--- config.mk ---
export PLATFORM = sky130hd
export DESIGN_NAME = muldiv_unit
export DESIGN_NICKNAME = d
export VERILOG_FILES = /design/src/rtl/muldiv_unit.sv
export SDC_FILE = /design/constraint.sdc
export NUM_CORES = 1
export LEC_CHECK = 0
export BUFFER_PORTS_ARGS = -buffer_cell sky130_fd_sc_hd__buf_4
export CAP_MARGIN = 20
export CORE_ASPECT_RATIO = 2
export CORE_MARGIN = 2
export CORE_UTILIZATION = 55
export DETAILED_ROUTE_END_ITERATION = 12
export PLACE_DENSITY_LB_ADDON = 0.12
export SETUP_SLACK_MARGIN = 0.3
export SYNTH_ARGS = -nofsm -noshare
export SYNTH_HDL_FRONTEND = slang
export SYNTH_SLANG_ARGS = --single-unit
export TNS_END_PERCENT = 20
--- constraint.sdc ---
create_clock -name clk -period 9.64 [get_ports clk]
set_clock_uncertainty 0.15 [all_clocks]
set_input_delay 0.482 -clock clk [delete_from_list [all_inputs] [get_ports clk]]
set_output_delay 0.482 -clock clk [all_outputs]
set_load 0.02 [all_outputs]
--- src/rtl/muldiv_unit.sv ---
// Iterative radix-2 RV32M multiply/divide unit that produces one result bit per cycle.
// Divide-by-zero and signed divide overflow complete through a one-cycle fast path.
module muldiv_unit #(
    parameter int DATA_WIDTH = 32,
    parameter int TAG_WIDTH  = 5
) (
    input  logic                  clk,
    input  logic                  rst,
    input  logic                  start_i,
    input  logic [2:0]            funct3_i,
    input  logic [DATA_WIDTH-1:0] rs1_i,
    input  logic [DATA_WIDTH-1:0] rs2_i,
    input  logic [TAG_WIDTH-1:0]  rd_i,
    input  logic                  flush_i,
    output logic                  busy_o,
    output logic                  valid_o,
    output logic [DATA_WIDTH-1:0] result_o,
    output logic [TAG_WIDTH-1:0]  rd_o
);
    localparam int W  = DATA_WIDTH;
    localparam int CW = $clog2(DATA_WIDTH) + 1;
    localparam logic [CW-1:0] LAST_ITER  = CW'(W - 1);
    localparam logic [W-1:0]  MIN_SIGNED = {1'b1, {(W-1){1'b0}}};

    typedef enum logic [1:0] {IDLE, CALC, FIX, DONE} state_t;

    state_t               state;
    logic [2:0]           op;
    logic [TAG_WIDTH-1:0] rd_q;
    logic [W-1:0]         a_mag, b_mag, quot, rem;
    logic [2*W-1:0]       prod;
    logic [CW-1:0]        count;
    logic                 neg_res, neg_rem;

    logic         a_signed, b_signed, a_neg, b_neg, fast;
    logic [W-1:0] a_mag_in, b_mag_in, fast_result;

    // NOTE: every signal written in an always_comb gets a default first, so no latch is inferred.
    always_comb begin
        a_signed = 1'b0;
        b_signed = 1'b0;
        case (funct3_i)
            3'b000, 3'b001, 3'b100, 3'b110: begin
                a_signed = 1'b1;
                b_signed = 1'b1;
            end
            3'b010:  a_signed = 1'b1;
            default: ;
        endcase
        a_neg    = a_signed & rs1_i[W-1];
        b_neg    = b_signed & rs2_i[W-1];
        a_mag_in = a_neg ? -rs1_i : rs1_i;
        b_mag_in = b_neg ? -rs2_i : rs2_i;

        // Divide corner cases resolve at accept and never enter CALC.
        fast        = 1'b0;
        fast_result = '0;
        if (funct3_i[2]) begin
            if (rs2_i == '0) begin
                fast        = 1'b1;
                fast_result = funct3_i[1] ? rs1_i : '1;
            end else if (!funct3_i[0] && rs1_i == MIN_SIGNED && rs2_i == '1) begin
                fast        = 1'b1;
                fast_result = funct3_i[1] ? '0 : rs1_i;
            end
        end
    end

    logic [W:0]   mul_sum, part_rem;
    logic [W-1:0] div_diff;
    logic         div_ge;

    always_comb begin
        mul_sum  = {1'b0, prod[2*W-1:W]} + (prod[0] ? {1'b0, a_mag} : '0);
        part_rem = {rem, quot[W-1]};
        div_ge   = part_rem >= {1'b0, b_mag};
        div_diff = part_rem[W-1:0] - b_mag;
    end

    logic [2*W-1:0] prod_fix;
    logic [W-1:0]   quot_fix, rem_fix, fix_result;

    always_comb begin
        prod_fix = neg_res ? -prod : prod;
        quot_fix = neg_res ? -quot : quot;
        rem_fix  = neg_rem ? -rem  : rem;
        case (op)
            3'b000:                 fix_result = prod_fix[W-1:0];
            3'b001, 3'b010, 3'b011: fix_result = prod_fix[2*W-1:W];
            3'b100, 3'b101:         fix_result = quot_fix;
            default:                fix_result = rem_fix;
        endcase
    end

    // NOTE: sequential state uses non-blocking assignments so every register sees pre-edge values.
    always_ff @(posedge clk or posedge rst) begin
        if (rst) begin
            state    <= IDLE;
            op       <= '0;
            rd_q     <= '0;
            a_mag    <= '0;
            b_mag    <= '0;
            quot     <= '0;
            rem      <= '0;
            prod     <= '0;
            count    <= '0;
            neg_res  <= 1'b0;
            neg_rem  <= 1'b0;
            busy_o   <= 1'b0;
            valid_o  <= 1'b0;
            result_o <= '0;
            rd_o     <= '0;
        end else begin
            valid_o <= 1'b0;
            if (flush_i) begin
                state  <= IDLE;
                busy_o <= 1'b0;
            end else begin
                case (state)
                    IDLE, DONE: begin
                        state <= IDLE;
                        if (start_i) begin
                            op      <= funct3_i;
                            rd_q    <= rd_i;
                            a_mag   <= a_mag_in;
                            b_mag   <= b_mag_in;
                            neg_res <= a_neg ^ b_neg;
                            neg_rem <= a_neg;
                            count   <= '0;
                            prod    <= {{W{1'b0}}, b_mag_in};
                            quot    <= a_mag_in;
                            rem     <= '0;
                            if (fast) begin
                                result_o <= fast_result;
                                rd_o     <= rd_i;
                                valid_o  <= 1'b1;
                                state    <= DONE;
                            end else begin
                                busy_o <= 1'b1;
                                state  <= CALC;
                            end
                        end
                    end
                    CALC: begin
                        count <= count + 1'b1;
                        if (op[2]) begin
                            rem  <= div_ge ? div_diff : part_rem[W-1:0];
                            quot <= {quot[W-2:0], div_ge};
                        end else begin
                            prod <= {mul_sum, prod[W-1:1]};
                        end
                        if (count == LAST_ITER) state <= FIX;
                    end
                    FIX: begin
                        result_o <= fix_result;
                        rd_o     <= rd_q;
                        busy_o   <= 1'b0;
                        valid_o  <= 1'b1;
                        state    <= DONE;
                    end
                    default: state <= IDLE;
                endcase
            end
        end
    end
endmodule

==> results_dict.tcl, run 1 <==
set metrics [dict create \
    synth-edff-count 0 \
    drc 0 \
    worstSetupPathType "register to register" \
    final_common_cell "nand2_1" \
    grt_max_degree 128 \
    post_cts_buffers 0 \
    port_buffers 114 \
    initial_utilization_pct 55.4 \
    crit_required_ps 9960 \
    drt-wirelength-per-cell_um 24.6 \
    crit_family "compound AO/OA/AOI/OAI gates" \
    ys_types 91 \
    crit_top_cell "o31ai_1" \
    rsz0062_at_grt "false" \
    cts_buffers 26 \
    utilization_pct 61.1 \
    cp-end-kind "register" \
    die_height_um 269 \
    cp_max_fo 37 \
    worst_pin_slew_ps 1020 \
    synthCells 2437 \
    area_delta_synth_final_pct 10.3 \
    nets 2611 \
    post-route-min-period_ps 4210 \
    hold_depth 2 \
    die-area_um2 36700 \
    vias 18900 \
    path_depth 14 \
    syn_area_per_cell_um2 7.92 \
    cp-start-kind "register" \
    ys_ff_latch 249 \
    setup_tns_ps 0 \
    clock_path_buffers 3 \
    grt_pass1_wl_um 109000 \
    hold_class "primary input to register" \
    cap_viol_max_count 0 \
    crit_chain "buf_4 > and2_1 > ha_1 > inv_1 > fa_1 > nor2b_1 > o31a_1 > o31ai_1 > a31oi_1 > o22ai_1 > o31ai_1 > a211oi_1 > nand2b_1 > a32o_1" \
    final_cell_mix "nand2_1 (320), o21ai_0 (311), dfrtp_1 (248), nor2_1 (202), a21oi_1 (187)" \
    period_share_pct 43.7 \
    gp_congestion 1.00 \
    totalWireLength_um 72000 \
    cts_root_buffer "clkbuf_16" \
    grtUsageTotal_pct 39.3 \
    drtPass1Iterations 5 \
    insertion_delay_ps 580 \
    drtIter0Drc 1435 \
    cp_slowest_cell "a31oi_1" \
    synth-main-ff-cell "dfrtp_1" \
    pin_count 115 \
    antenna_left 0 \
    relSlewSlack_pct 31.8 \
    setup_ws_ps 5430 \
    antenna_found_initial 0 \
    fmax_ghz 0.237 \
    drv_slew 0 \
    status "finished, final reports clean" \
    rr_worst_depth 14 \
    detailed_place_hpwl_um 55500 \
    die_x_um 136 \
    fp-row-count 97 \
    vias_per_cell 6.45 \
    p_leak_nw 9.37 \
    async_reset_ff_share_pct 100 \
    post_cts_resized 0 \
    grt-ovfl-total 0 \
    clock_sinks 249 \
    cts_tree "done" \
    pre_cts_ws_ps 5530 \
    critPathMaxStageDelay_ps 560 \
    grt_pass1_vias 18600 \
    hold_buffers 7 \
    cts_htree_levels 1 \
    clkTransAtPathRegs_ps 70 \
    path_buf_inv 2 \
    p_per_area_nw_per_um2 298 \
    synth_area_um2 19300 \
    n_antenna_cell 0 \
    yosys_warnings 0 \
    layout-drive-gt1-share_pct 10.2 \
    critPathArrivalTime_ps 4530 \
    core-area_um2 34800 \
    ir_drop_mv 0.197 \
    synth_nets 2588 \
    yosysSeqAreaShare_pct 32.3 \
    setup_viol 0 \
    finalHoldViolCount 0 \
]
## Yosys cell counts, types with 14 or more instances
library cell,n,area (um^2)
or3_1,18,113
o21ai_0,311,1560
xor2_1,104,911
or4_1,25,188
or2_2,14,87.6
o31ai_1,45,338
nand4_1,25,156
a211oi_1,17,128
clkbuf_1,127,477
nand2_1,320,1200
mux2i_1,19,190
and2_1,38,238
a21oi_1,187,936
o22ai_1,19,119
nor3_1,42,210
nand2b_1,16,100
dfrtp_1,249,6230
xnor2_1,113,990
nor2_1,202,758
mux2_2,22,248
o21ai_1,21,105
a31oi_1,22,138
o21bai_1,14,105
a21o_1,22,165
o41ai_1,24,210
nand3_1,31,155
ha_1,73,913
inv_1,90,338
nor4_1,25,156
## final cells by class
type | instances | area (um^2)
fill | 3240 | 13500
multi-input combinational | 1946 | 12100
sequential | 249 | 6230
timing repair buffer | 146 | 1130
clock buffer | 34 | 711
tap | 445 | 557
inverter | 91 | 349
clock inverter | 14 | 210
## stage by stage
step | instances | power, mW | cell area, um^2 | hold WS [ps]
finish | 2925 | 6.34 | 21300 | 17.5
CTS | 2925 | 6.28 | 21300 | 4.96
floorplan | 2437 | 4.09 | 19300 | 292
global route | 2925 | 6.73 | 21300 | 27.8
detailed placement | 2870 | 5.14 | 20300 | 312
global placement | 2869 | 5.08 | 20300 | 303
## metal layers
| layer | share of wire, % | up-vias | GRT usage [%] |
|---|---|---|---|
| met2 | 50 | 698 | 68.8 |
| li1 | - | 8763 | - |
| met1 | 35 | 9126 | 40.8 |
| met4 | 10 | 0 | 34.7 |
| met3 | 4.5 | 285 | 4.47 |
| met5 | 0 | - | 0 |
## state kept, by name, indices dropped and copies added (netlist names)
signal / count
count: 6
rem: 32
prod: 64
op: 3
result_o: 32
quot: 32
state: 2
rd_o: 5
b_mag: 32
busy_o: 1
neg_res: 1
a_mag: 32
rd_q: 5
valid_o: 1
neg_rem: 1
## power breakdown
| part | internal (mW) | switching (mW) | total (mW) |
|---|---|---|---|
| clock network | 0.655 | 0.469 | 1.12 |
| registers | 1.41 | 0.422 | 1.84 |
| logic | 1.21 | 2.17 | 3.38 |
## final timing paths
path                              from        end  slack [ps]
max reg2reg                    prod[0]   prod[61]        5430
min                        funct3_i[0]      op[0]          20
min reg2reg                  a_mag[12]  a_mag[12]         320
max                            prod[0]   prod[61]        5430
min in group asynchronous          rst   quot[29]         470
max in group asynchronous          rst    neg_res        6490
## cells by family after synthesis
family                   after synthesis  share of synthesized area [%]
AO/OA/AOI/OAI                        802                           25.5
AND/OR/NAND/NOR                      811                           20.0
buffers and inverters                242                           5.17
flip-flops                           249                           32.3
multiplexers                          41                           2.27
adder cells (fa/ha/maj)               75                           4.94
XOR/XNOR                             217                           9.85
Power figures use the tool's default switching activity.
==> inputs of run 2 (changes only) <==
--- a/config.mk
+++ b/config.mk
@@ -5,6 +5,7 @@
 export SDC_FILE = /design/constraint.sdc
 export NUM_CORES = 1
 export LEC_CHECK = 0
+export ABC_AREA = 1
 export BUFFER_PORTS_ARGS = -buffer_cell sky130_fd_sc_hd__buf_4
 export CAP_MARGIN = 20
 export CORE_ASPECT_RATIO = 2
==> constraint.sdc (replaced) <==
create_clock -name clk -period 4.33 [get_ports clk]
set_clock_uncertainty 0.15 [all_clocks]
set_input_delay 0.2165 -clock clk [delete_from_list [all_inputs] [get_ports clk]]
set_output_delay 0.2165 -clock clk [all_outputs]
set_load 0.02 [all_outputs]
==> results_dict.tcl, run 2 <==
set metrics [dict create \
    status "aborted with a tool error" \
    lastStage "global routing" \
    error "[ERROR GRT-0116] Global routing finished with congestion. Check the congestion regions in the DRC Viewer." \
    grt_pass1_vias 28200 \
    synth_nets 3665 \
    ys_ff_latch 249 \
    synth_area_um2 21700 \
    synth.top_cell.area_share_pct 28.7 \
    die_x_um 144 \
    clock_path_buffers 3 \
    post_cts_resized 0 \
    synthCells 3514 \
    synth-edff-count 0 \
    detailed_place_hpwl_um 85300 \
    port_buffers 114 \
    place_inst 4057 \
    place_area_um2 23000 \
    die_height_um 285 \
    yosys_warnings 0 \
    clock_sinks 249 \
    synth-main-ff-cell "dfrtp_1" \
    ys_types 52 \
    grt_max_degree 126 \
    yosysSeqAreaShare_pct 28.7 \
    syn_area_per_cell_um2 6.17 \
    ys_top_cells_by_count "nand2_1 (1033), nor2_1 (404), inv_1 (401)" \
    grtUsageTotal_pct 63.0 \
    yosysTopAreaCell "dfrtp_1" \
    cts_htree_levels 1 \
    yosysMostFrequentCell "nand2_1" \
    fp-row-count 102 \
    cts_buffers 25 \
    post_cts_buffers 0 \
    cts_root_buffer "clkbuf_16" \
    initial_utilization_pct 55.9 \
    async_reset_ff_share_pct 100 \
    pin_count 115 \
    gp_congestion 1.18 \
    grt-ovfl-total 11 \
    yosys-top-cells-area "dfrtp_1 (29%), nand2_1 (18%), nand3_1 (8.6%)" \
    grt_pass1_wl_um 190000 \
]
[run 2: cell count changes after synthesis, sizes merged, moves of 30 or more]
| cell | previous run | this run |
|---|---|---|
| o211ai | 13 | 47 |
| and2 | 38 | 4 |
| xnor2 | 113 | 18 |
| clkbuf | 133 | 89 |
| xor2 | 104 | 74 |
| inv | 91 | 405 |
| nand2 | 321 | 1041 |
| nand3 | 33 | 373 |
| o41ai | 31 | 0 |
| o31ai | 47 | 5 |
| nor2 | 203 | 409 |
[run 2: stage by stage]
| step | hold WS (ps) | setup slack (ps) |
|---|---|---|
| after global placement | 193 | 973 |
| after floorplan | 183 | 690 |
| after detailed placement | 186 | 940 |
| after CTS | 16.8 | 824 |
[run 2: cell families after synthesis]
group,count (synthesis),share of synthesized area [%]
XOR/XNOR,92,3.72
AND/OR/NAND/NOR,1939,37.4
adder cells (fa/ha/maj),75,4.40
multiplexers,5,0.231
AO/OA/AOI/OAI,621,15.8
flip-flops,249,28.7
buffers and inverters,533,9.76
[run 2: timing repair]
action | 4_1_cts
hold endpoints to repair | 123
hold buffers | 63
setup endpoints to repair | 0
[run 2: per-layer routing]
layer / global-route usage (%) / GRT overflow
met1: 61.0 / 0
met2: 85.6 / 5
met3: 39.8 / 0
met4: 67.1 / 6
met5: 1.96 / 0
==> inputs of run 3 (changes only) <==
--- a/config.mk
+++ b/config.mk
@@ -8,12 +8,10 @@
 export ABC_AREA = 1
 export BUFFER_PORTS_ARGS = -buffer_cell sky130_fd_sc_hd__buf_4
 export CAP_MARGIN = 20
-export CORE_ASPECT_RATIO = 2
 export CORE_MARGIN = 2
-export CORE_UTILIZATION = 55
+export CORE_UTILIZATION = 40
 export DETAILED_ROUTE_END_ITERATION = 12
-export PLACE_DENSITY_LB_ADDON = 0.12
-export SETUP_SLACK_MARGIN = 0.3
+export PLACE_DENSITY_LB_ADDON = 0.15
 export SYNTH_ARGS = -nofsm -noshare
 export SYNTH_HDL_FRONTEND = slang
 export SYNTH_SLANG_ARGS = --single-unit
==> results_dict.tcl, run 3 <==
set metrics [dict create \
    finalHoldViolCount 0 \
    setup_tns_ps 0 \
    p_leak_nw 12.8 \
    final_common_cell "nand2_1" \
    cts_buffers 35 \
    ys_top_cells_by_count "nand2_1 (1033), nor2_1 (404), inv_1 (401)" \
    synthCells 3514 \
    cp-start-kind "primary input" \
    rsz0062_at_grt "false" \
    syn_area_per_cell_um2 6.17 \
    cap_viol_max_count 0 \
    yosys_warnings 0 \
    cp_max_fo 24 \
    critPathMaxStageDelay_ps 760 \
    hp-start "rs2_i[4]" \
    status "finished, final reports clean" \
    largest-register "prod" \
    core-area_um2 53700 \
    synth.top_cell.area_share_pct 28.7 \
    grt-ovfl-total 0 \
    drtIter0Drc 2524 \
    critPathArrivalTime_ps 3970 \
    setup_viol 0 \
    fmax_ghz 0.275 \
    antenna_left 0 \
    synth-main-ff-cell "dfrtp_1" \
    fp-row-count 85 \
    layout-drive-gt1-share_pct 6.88 \
    cts_root_buffer "clkbuf_16" \
    synth_nets 3665 \
    grt_pass1_vias 22800 \
    path_buf_inv 5 \
    ir_drop_mv 0.508 \
    cp_slowest_cell "inv_1" \
    vias_per_cell 5.59 \
    grtUsageTotal_pct 32.8 \
    async_reset_ff_share_pct 100 \
    worst_pin_slew_ps 1020 \
    reg2reg_slack_ps 1090 \
    yosysSeqAreaShare_pct 28.7 \
    yosysTopAreaCell "dfrtp_1" \
    hold_depth 4 \
    hold_class "primary input to register" \
    ys_ff_latch 249 \
    insertion_delay_ps 550 \
    grt_max_degree 111 \
    cts_htree_levels 2 \
    synth-edff-count 0 \
    pre_cts_ws_ps 1180 \
    cts_tree "done" \
    crit_top_cell "nand2_1" \
    drc 0 \
    ys_types 52 \
    drt-wirelength-per-cell_um 21.3 \
    drtPass1Iterations 6 \
    grt_pass1_wl_um 141000 \
    final_cell_mix "nand2_1 (1033), nor2_1 (400), inv_1 (399), nand3_1 (371), o21ai_0 (300)" \
    drv_slew 0 \
    r2r-start "op[1]" \
    cp-end-kind "register" \
    worstSetupPathType "primary input to register" \
    multi_input_area_um2 13400 \
    rr_endpoint "result_o[17]" \
    p_per_area_nw_per_um2 690 \
    nets 3776 \
    synth_area_um2 21700 \
    pin_count 115 \
    rr_worst_depth 11 \
    hold_path_end "b_mag[4]" \
    setup_ws_ps 692 \
    clock_sinks 249 \
    crit_family "buffers and inverters" \
    clkTransAtPathRegs_ps 60 \
    crit_required_ps 4670 \
    power_mw 17.2 \
    largest_reg_flops 64 \
    area_delta_synth_final_pct 15.1 \
    relSlewSlack_pct 31.7 \
    die_height_um 237 \
    regArea_um2 6230 \
    yosysMostFrequentCell "nand2_1" \
    gp_congestion 1.01 \
    totalWireLength_um 92700 \
    crit_chain "dlygate4sd3_1 > buf_4 > o21ai_1 > nand2_1 > inv_1 > nand2_1 > nand2_1 > nand2_1 > dlygate4sd3_1 > a31oi_1 > dlygate4sd3_1" \
    die-area_um2 56100 \
    port_buffers 114 \
    die_x_um 237 \
    fillers 5745 \
    yosys-top-cells-area "dfrtp_1 (29%), nand2_1 (18%), nand3_1 (8.6%)" \
    period_share_pct 84.0 \
    detailed_place_hpwl_um 73500 \
    vias 24300 \
    antenna_found_initial 2 \
    initial_utilization_pct 40.4 \
    clock_path_buffers 3 \
    post-route-min-period_ps 3640 \
]
run 3: cell counts after synthesis:
Identical to the previous run, type by type.
run 3: worst reg2reg max path, stage by stage (launching register included):
cell and delay, ps:
dfrtp_1 460, nor2_1 290, nand2_1 420, inv_1 560, nand2_1 100, o21ai_0 580, nor2_1 80, nand2_1 160
nand2_1 140, nand2_1 90, nand2_1 70, nand2_1 70
run 3: worst max path at each step:
| stage | cells past startpoint | to | start | slack (ps) |
|---|---|---|---|---|
| finish | 11 | a_mag[29] | funct3_i[2] | 690 |
| global route | 11 | a_mag[29] | funct3_i[2] | 490 |
| CTS | 11 | a_mag[29] | funct3_i[2] | 840 |
| detailed placement | 17 | result_o[29] | rs1_i[0] | 1180 |
| global placement | 17 | result_o[17] | rs1_i[0] | 1230 |
| floorplan | 1 | a_mag[0] | rst | 690 |
run 3: kinds of logic after synthesis:
family | after synthesis | share of synthesized area (%)
simple gates | 1939 | 37.4
compound gates | 621 | 15.8
buf+inv | 533 | 9.76
flops | 249 | 28.7
xor+xnor | 92 | 3.72
fa+ha+maj | 75 | 4.40
mux | 5 | 0.231
run 3: layer usage:
metal	share of wire [%]	up-vias	global-route usage, %
met1	43	11500	45.1
met3	8.0	159	5.30
li1	-	11700	-
met2	45	977	51.8
met4	3.9	0	12.1
met5	0	-	0
run 3: timing repair:
| item | 4_1_cts | 5_1_grt |
|---|---|---|
| setup buffers | 0 | 0 |
| endpoints found under the hold margin | 136 | 0 |
| hold buffers | 56 | 0 |
| setup endpoints to repair | 0 | 0 |
| resized for setup | 0 | 0 |
run 3: cell type report:
class,count,share of cell area (%)
inverter,406,6.17
antenna,1,0.0100
tap,696,3.49
clock inverter,14,0.637
sequential,249,25.0
multi-input combinational,2732,53.7
timing repair buffer,201,6.91
clock buffer,47,4.10
run 3: report_power, final:
part | leakage, nW | total (mW) | switching, mW | internal (mW)
sequential | 3.22 | 4.09 | 0.865 | 3.23
clock | 0.575 | 3.01 | 1.17 | 1.84
combinational | 9.02 | 10.1 | 7.19 | 2.93
total | 12.8 | 17.2 | 9.23 | 7.99
run 3: stage by stage:
step / cells / instance area [um^2] / hold slack, ps / utilization, %
floorplan: 3514 / 21700 / 183 / -
detailed placement: 4228 / 23200 / 144 / 43.2
CTS: 4345 / 24900 / 1.29 / 46.5
finish: 4346 / 25000 / 25.6 / 46.5
global route: 4345 / 24900 / 44.6 / 46.5
global placement: 4228 / 23200 / 141 / 43.2
